File: src/rtl/alu_arbiter_if.sv
// ----------------------------------------------------------------------------
// alu_arbiter_if
// Bundles the two requester channels and the shared-ALU connection of
// alu_arbiter.
//   Requester i (i = 0,1):
//     req_i            request; held high with op/a/b stable until gnt_i
//     op_i[3:0]        ALU opcode (0 AND, 1 OR, 2 ADD, other SUB)
//     a_i[31:0]        first operand
//     b_i[31:0]        second operand
//     gnt_i            one-cycle pulse: request accepted
//     rvalid_i         result valid
//     rdata_i[31:0]    result
//     rready_i         requester consumes the result
//   Shared ALU:
//     alu1[31:0]       first operand to the ALU
//     alu2[31:0]       second operand to the ALU
//     ALUop[3:0]       opcode to the ALU
//     aluout[31:0]     result from the ALU
//   Status:
//     busy             arbiter is not idle
// The master modport is the requester/ALU side; the slave modport is the
// arbiter.
// ----------------------------------------------------------------------------
interface alu_arbiter_if;
    logic        req_0;
    logic        req_1;
    logic [3:0]  op_0;
    logic [3:0]  op_1;
    logic [31:0] a_0;
    logic [31:0] a_1;
    logic [31:0] b_0;
    logic [31:0] b_1;
    logic        gnt_0;
    logic        gnt_1;
    logic        rvalid_0;
    logic        rvalid_1;
    logic [31:0] rdata_0;
    logic [31:0] rdata_1;
    logic        rready_0;
    logic        rready_1;
    logic [31:0] alu1;
    logic [31:0] alu2;
    logic [3:0]  ALUop;
    logic [31:0] aluout;
    logic        busy;

    modport master (
        output req_0, req_1, op_0, op_1, a_0, a_1, b_0, b_1,
        output rready_0, rready_1, aluout,
        input  gnt_0, gnt_1, rvalid_0, rvalid_1, rdata_0, rdata_1,
        input  alu1, alu2, ALUop, busy
    );

    modport slave (
        input  req_0, req_1, op_0, op_1, a_0, a_1, b_0, b_1,
        input  rready_0, rready_1, aluout,
        output gnt_0, gnt_1, rvalid_0, rvalid_1, rdata_0, rdata_1,
        output alu1, alu2, ALUop, busy
    );
endinterface

File: src/rtl/alu_arbiter.sv
// ----------------------------------------------------------------------------
// alu_arbiter
// Shares one external ALU between two requesters. A transaction runs
// IDLE -> EXEC -> RESP -> IDLE: in IDLE a round-robin winner is picked and its
// operands latched; EXEC presents them to the ALU and captures aluout into the
// winner's rdata register; RESP holds rvalid until the winner's rready.
// Ports:
//   clk    rising-edge clock
//   reset  asynchronous, active-high reset
//   bus    alu_arbiter_if.slave (requester channels, shared ALU, busy)
// All outputs come straight from registers.
// ----------------------------------------------------------------------------
module alu_arbiter (
    input  logic          clk,
    input  logic          reset,
    alu_arbiter_if.slave  bus
);

    typedef enum logic [1:0] {
        IDLE = 2'd0,
        EXEC = 2'd1,
        RESP = 2'd2
    } state_t;

    state_t      state_q, state_d;
    logic        win_q, win_d;      // index of the requester being served
    logic        last_q, last_d;    // most recently granted requester
    logic [3:0]  op_q, op_d;
    logic [31:0] a_q, a_d;
    logic [31:0] b_q, b_d;
    logic [1:0]  gnt_q, gnt_d;
    logic [1:0]  rvalid_q, rvalid_d;
    logic        busy_q, busy_d;
    logic [31:0] rdata0_q, rdata0_d;
    logic [31:0] rdata1_q, rdata1_d;
    logic        win_sel_s;
    logic        rready_win_s;

    // Round-robin pick: a lone request wins; a tie goes to the requester
    // that was not granted most recently.
    always_comb begin
        win_sel_s = 1'b0;
        if (bus.req_0 && bus.req_1) begin
            win_sel_s = ~last_q;
        end else if (bus.req_1) begin
            win_sel_s = 1'b1;
        end else begin
            win_sel_s = 1'b0;
        end
    end

    // Only the current winner's rready can close a response.
    always_comb begin
        rready_win_s = 1'b0;
        if (win_q) begin
            rready_win_s = bus.rready_1;
        end else begin
            rready_win_s = bus.rready_0;
        end
    end

    // Next-state logic, operand latching, result capture and output decode.
    always_comb begin
        state_d  = state_q;
        win_d    = win_q;
        last_d   = last_q;
        op_d     = op_q;
        a_d      = a_q;
        b_d      = b_q;
        rdata0_d = rdata0_q;
        rdata1_d = rdata1_q;

        case (state_q)
            IDLE: begin
                if (bus.req_0 || bus.req_1) begin
                    win_d   = win_sel_s;
                    last_d  = win_sel_s;
                    op_d    = win_sel_s ? bus.op_1 : bus.op_0;
                    a_d     = win_sel_s ? bus.a_1  : bus.a_0;
                    b_d     = win_sel_s ? bus.b_1  : bus.b_0;
                    state_d = EXEC;
                end else begin
                    state_d = IDLE;
                end
            end
            EXEC: begin
                // aluout reflects the latched operands during this cycle.
                if (win_q) begin
                    rdata1_d = bus.aluout;
                end else begin
                    rdata0_d = bus.aluout;
                end
                state_d = RESP;
            end
            RESP: begin
                if (rready_win_s) begin
                    state_d = IDLE;
                end else begin
                    state_d = RESP;
                end
            end
            default: begin
                state_d = IDLE;
            end
        endcase

        // Output flags are registered from the next state so they line up
        // exactly with the state they describe.
        gnt_d    = {(state_d == EXEC) &&  win_d, (state_d == EXEC) && !win_d};
        rvalid_d = {(state_d == RESP) &&  win_d, (state_d == RESP) && !win_d};
        busy_d   = (state_d != IDLE);
    end

    // State, latched operands, results and output flags.
    always_ff @(posedge clk or posedge reset) begin
        if (reset) begin
            state_q  <= IDLE;
            win_q    <= 1'b0;
            last_q   <= 1'b1;
            op_q     <= 4'd0;
            a_q      <= 32'd0;
            b_q      <= 32'd0;
            gnt_q    <= 2'b00;
            rvalid_q <= 2'b00;
            busy_q   <= 1'b0;
            rdata0_q <= 32'd0;
            rdata1_q <= 32'd0;
        end else begin
            state_q  <= state_d;
            win_q    <= win_d;
            last_q   <= last_d;
            op_q     <= op_d;
            a_q      <= a_d;
            b_q      <= b_d;
            gnt_q    <= gnt_d;
            rvalid_q <= rvalid_d;
            busy_q   <= busy_d;
            rdata0_q <= rdata0_d;
            rdata1_q <= rdata1_d;
        end
    end

    assign bus.gnt_0    = gnt_q[0];
    assign bus.gnt_1    = gnt_q[1];
    assign bus.rvalid_0 = rvalid_q[0];
    assign bus.rvalid_1 = rvalid_q[1];
    assign bus.rdata_0  = rdata0_q;
    assign bus.rdata_1  = rdata1_q;
    assign bus.alu1     = a_q;
    assign bus.alu2     = b_q;
    assign bus.ALUop    = op_q;
    assign bus.busy     = busy_q;

endmodule
File: src/flat_wrapper.sv
// flat-port wrapper written by rule: the top's interface ports become plain ports
module alu_arbiter_flat 
  (clk, reset, bus_req_0, bus_req_1, bus_op_0, bus_op_1, bus_a_0, bus_a_1, bus_b_0, bus_b_1, bus_rready_0, bus_rready_1, bus_aluout, bus_gnt_0, bus_gnt_1, bus_rvalid_0, bus_rvalid_1, bus_rdata_0, bus_rdata_1, bus_alu1, bus_alu2, bus_ALUop, bus_busy);
  alu_arbiter_if bus_i ();
  input  logic clk;
  input  logic reset;
  input wire logic [$bits(bus_i.req_0)-1:0] bus_req_0;
  input wire logic [$bits(bus_i.req_1)-1:0] bus_req_1;
  input wire logic [$bits(bus_i.op_0)-1:0] bus_op_0;
  input wire logic [$bits(bus_i.op_1)-1:0] bus_op_1;
  input wire logic [$bits(bus_i.a_0)-1:0] bus_a_0;
  input wire logic [$bits(bus_i.a_1)-1:0] bus_a_1;
  input wire logic [$bits(bus_i.b_0)-1:0] bus_b_0;
  input wire logic [$bits(bus_i.b_1)-1:0] bus_b_1;
  input wire logic [$bits(bus_i.rready_0)-1:0] bus_rready_0;
  input wire logic [$bits(bus_i.rready_1)-1:0] bus_rready_1;
  input wire logic [$bits(bus_i.aluout)-1:0] bus_aluout;
  output wire logic [$bits(bus_i.gnt_0)-1:0] bus_gnt_0;
  output wire logic [$bits(bus_i.gnt_1)-1:0] bus_gnt_1;
  output wire logic [$bits(bus_i.rvalid_0)-1:0] bus_rvalid_0;
  output wire logic [$bits(bus_i.rvalid_1)-1:0] bus_rvalid_1;
  output wire logic [$bits(bus_i.rdata_0)-1:0] bus_rdata_0;
  output wire logic [$bits(bus_i.rdata_1)-1:0] bus_rdata_1;
  output wire logic [$bits(bus_i.alu1)-1:0] bus_alu1;
  output wire logic [$bits(bus_i.alu2)-1:0] bus_alu2;
  output wire logic [$bits(bus_i.ALUop)-1:0] bus_ALUop;
  output wire logic [$bits(bus_i.busy)-1:0] bus_busy;
  assign bus_i.req_0 = bus_req_0;
  assign bus_i.req_1 = bus_req_1;
  assign bus_i.op_0 = bus_op_0;
  assign bus_i.op_1 = bus_op_1;
  assign bus_i.a_0 = bus_a_0;
  assign bus_i.a_1 = bus_a_1;
  assign bus_i.b_0 = bus_b_0;
  assign bus_i.b_1 = bus_b_1;
  assign bus_i.rready_0 = bus_rready_0;
  assign bus_i.rready_1 = bus_rready_1;
  assign bus_i.aluout = bus_aluout;
  assign bus_gnt_0 = bus_i.gnt_0;
  assign bus_gnt_1 = bus_i.gnt_1;
  assign bus_rvalid_0 = bus_i.rvalid_0;
  assign bus_rvalid_1 = bus_i.rvalid_1;
  assign bus_rdata_0 = bus_i.rdata_0;
  assign bus_rdata_1 = bus_i.rdata_1;
  assign bus_alu1 = bus_i.alu1;
  assign bus_alu2 = bus_i.alu2;
  assign bus_ALUop = bus_i.ALUop;
  assign bus_busy = bus_i.busy;
  alu_arbiter u_core (.clk(clk), .reset(reset), .bus(bus_i));
endmodule
File: config.mk
export PLATFORM = sky130hd
export DESIGN_NAME = alu_arbiter_flat
export DESIGN_NICKNAME = d
export VERILOG_FILES = /design/src/rtl/alu_arbiter_if.sv /design/src/rtl/alu_arbiter.sv /design/src/flat_wrapper.sv
export SDC_FILE = /design/constraint.sdc
export NUM_CORES = 1
export LEC_CHECK = 0
export CORE_MARGIN = 8
export CORE_UTILIZATION = 36
export CTS_BUF_LIST = sky130_fd_sc_hd__clkbuf_16
export CTS_CLUSTER_DIAMETER = 100
export DETAILED_ROUTE_END_ITERATION = 12
export PLACE_DENSITY = 0.86
export SLEW_MARGIN = 20
export SYNTH_ARGS = -nofsm -noshare
export SYNTH_HDL_FRONTEND = slang
export SYNTH_SLANG_ARGS = --single-unit
File: constraint.sdc
create_clock -name clk -period 6.8 [get_ports clk]
set_clock_uncertainty 0.2 [all_clocks]
set_input_delay 1.36 -clock clk [delete_from_list [all_inputs] [get_ports clk]]
set_output_delay 1.36 -clock clk [all_outputs]
set_load 0.01 [all_outputs]
==> metrics.md <==
| Metric | Value |
|---|---|
| Layout fillers | `roughly 1300` |
| Synth Area in XOR/XNOR | `0` |
| Layout area overhead | `62.6%` |
| Io pins | `311` |
| Post-cts gate resize count | `0` |
| GRT overflow | `0` |
| Worst-path clk slew | `0.06 ns` |
| Synth Area in Adders | `0` |
| Post-Route WL | `18.4 mm` |
| Largest net degree at the start of global routing | `89` |
| Sequential cell area fraction in the yosys report | `0.579` |
| Dpl hpwl | `roughly 14 mm` |
| Worst rel slew slack | `0.398` |
| Pwr/cell area | `around 450 mW/mm^2` |
| Status | `completed` |
| Synth Cell Area | `approximately 0.0061 sq mm` |
| Clock buffer count from CTS | `17` |
| Die W | `146 um` |
| Minimum clock period | `around 3.5 ns` |
| R2R cell count | `5` |
| Final #Nets | `about 870` |
| Chip height | `146 um` |
| Largest family of logic cells by synthesized area | `multiplexers` |
| Mean Syn Cell Area | `around 16 sq um` |
| Die area | `around 0.021 sq mm` |
| Reg-to-reg startpoint | `u_core.state_q[1]` |
| Number of flops mapped to enable cells by yosys | `0` |
| Class of the worst hold path | `flop to flop` |
| DRC Markers | `0` |
| Initial antenna violation count | `0` |
| GPL Wtd Cong | `0.806` |
| Setup violators final | `0` |
| CTS tree | `done` |
| Routed Antenna Nets | `0` |
| CTS Hold Bufs | `0` |
| Commonest non-fill, non-tap cell in the layout | `clkdlybuf4s50_1` |
| Setup TNS | `0 ns` |
| Compound-Gate Fraction of Synth Area | `0.0107` |
| Clock Latency Late Sink | `~0.4 ns` |
| Vias per cell | `roughly 4.7` |
| Mux cell area share after synthesis | `0.371` |
| Worst Hold End | `u_core.bus.alu2[13]` |
| Max Fclk | `between 200 and 300 MHz` |
| Simple-Gate Fraction of Synth Area | `0.00986` |
| Hold Violations, Final | `0` |
| Register Area | `between 0.003 and 0.004 sq mm` |
| Maxcap violations | `0` |
| Wirelength per Cell | `19.8 um` |
| Ys flop type | `dfrtp_1` |
| Worst r2r dst | `u_core.bus.alu2[31]` |
| Ratio of cells with drive above 1 in the final layout | `0.321` |
| RSZ-0062 raised after global routing | `false` |
| Hold Startpoint | `u_core.bus.alu2[13]` |
| Buffers on Ports | `310` |
| Leakage | `4.01 nW` |
| # clock sinks | `141` |
| Area of the multi-input gates | `approximately 0.0024 sq mm` |
| Syn nets | `between 500 and 600` |
| Placeable core area | `0.0166 sq mm` |
| Mapped Cells | `roughly 390` |
| Yosys cell types | `23` |
| # H-tree levels | `4` |
| Gr usage total | `0.171` |
| Row count | `47` |
| Pre-antenna DRT Iters | `5` |
| Synth warnings | `0` |
| Starting DRT DRC Count | `just over 100` |
| Hold depth | `1` |
| FFs w/ async S/R, synth | `1.00` |
| Worst Tran Pin Value | `between 0.9 and 1 ns` |
| Vias in the first global route | `a little over 5000` |
| Final Power | `around 4.5 mW` |
| Worst EP required | `6.88 ns` |
| CP max FO | `70` |
| Post-placement setup slack | `approximately 2.9 ns` |
| DR vias | `between 4000 and 5000` |
| Clock tree buffer depth | `2` |
| Critical path class | `primary input to flop` |
| Slew Viols, Final | `0` |
| Worst EP arrival | `3.55 ns` |
| Fin crit share | `0.510` |
| Postcts setup bufs | `0` |
| Critical Path Source Type | `primary input` |
| VDD IR max | `0.000269 V` |
| First-pass GRT wire length | `roughly 29 mm` |
| Yosys reg bits | `approximately 140` |
| Root Driver | `clkbuf_16` |
| N_diodes | `0` |
| Most frequent cells in the layout | `clkdlybuf4s50_1, mux2_2, dfrtp_1, clkbuf_16, mux2_1` |
| CP endpoint kind | `flop` |
| Initial Util | `0.367` |
| Post-route setup slack | `about 3.3 ns` |
| Flop2flop setup slack | `between 4 and 5 ns` |
synth_stat cells, types with 2 or more instances:
| library cell | count | share of area |
|---|---|---|
| a21oi_1 | 3 | 0.0025 |
| buf_2 | 9 | 0.0074 |
| buf_4 | 5 | 0.0062 |
| buf_6 | 7 | 0.013 |
| dfrtp_1 | 140 | 0.57 |
| inv_1 | 3 | 0.0018 |
| mux2_1 | 14 | 0.026 |
| mux2_2 | 186 | 0.34 |
| nand2_1 | 2 | 0.0012 |
| nor2_1 | 2 | 0.0012 |
| nor2b_1 | 3 | 0.0031 |
stage by stage:
step,hold slack [ns],cells,area [sq um],util
6_report,0.303,930,9910,0.598
5_1_grt,0.320,930,9910,0.598
3_5_place_dp,0.279,900,9360,0.564
2_1_floorplan,0.329,386,6090,-
4_1_cts,0.307,930,9910,0.598
3_3_place_gp,0.266,900,9360,0.564
kinds of logic after synthesis:
family / count (synthesis)
multiplexers: 201
flip-flops: 141
buffers and inverters: 25
AND/OR/NAND/NOR: 11
AO/OA/AOI/OAI: 8
worst max-delay path, stage by stage:
cell and delay [ns]:
clkdlybuf4s50_1 0.55, a21boi_4 0.19, buf_4 0.68, mux2_2 0.43
mux2_2 0.27
worst max path at each step:
stage | from | to | cells past startpoint
finish | bus_req_1 | u_core.bus.alu1[1] | 5
global route | bus_req_1 | u_core.bus.alu1[1] | 5
CTS | bus_req_1 | u_core.bus.alu1[1] | 5
detailed placement | bus_req_1 | u_core.bus.alu1[1] | 5
global placement | bus_req_1 | u_core.bus.ALUop[0] | 5
floorplan | reset | u_core.bus.ALUop[0] | 1
final cells by class:
class	instances	share of cell area
sequential	141	0.356
timing repair buffer	315	0.317
multi-input combinational	220	0.241
clock buffer	17	0.0429
tap	220	0.0278
clock inverter	13	0.0131
inverter	4	0.00202
routing by layer:
layer  track usage  share of wire  up-vias
met5             0              0        -
met4        0.0732          0.030        0
met3        0.0627          0.077       32
met2         0.310           0.52      198
met1         0.172           0.37     2116
li1              -              -     2010
report_power, final:
part	switching [mW]	internal [mW]
clock network	0.338	0.531
registers	0.226	1.28
logic	0.809	1.31
flip-flops by register name (all words and copies together) (netlist names):
name and cells:
u_core.state_q 2, u_core.bus.ALUop 4, u_core.bus.busy 1, u_core.bus.alu2 32
u_core.bus.rdata_0 32, u_core.last_q 1, u_core.bus.rdata_1 32, u_core.rvalid_q 2
u_core.win_q 1, u_core.gnt_q 2, u_core.bus.alu1 32
Power figures use the tool's default switching activity.
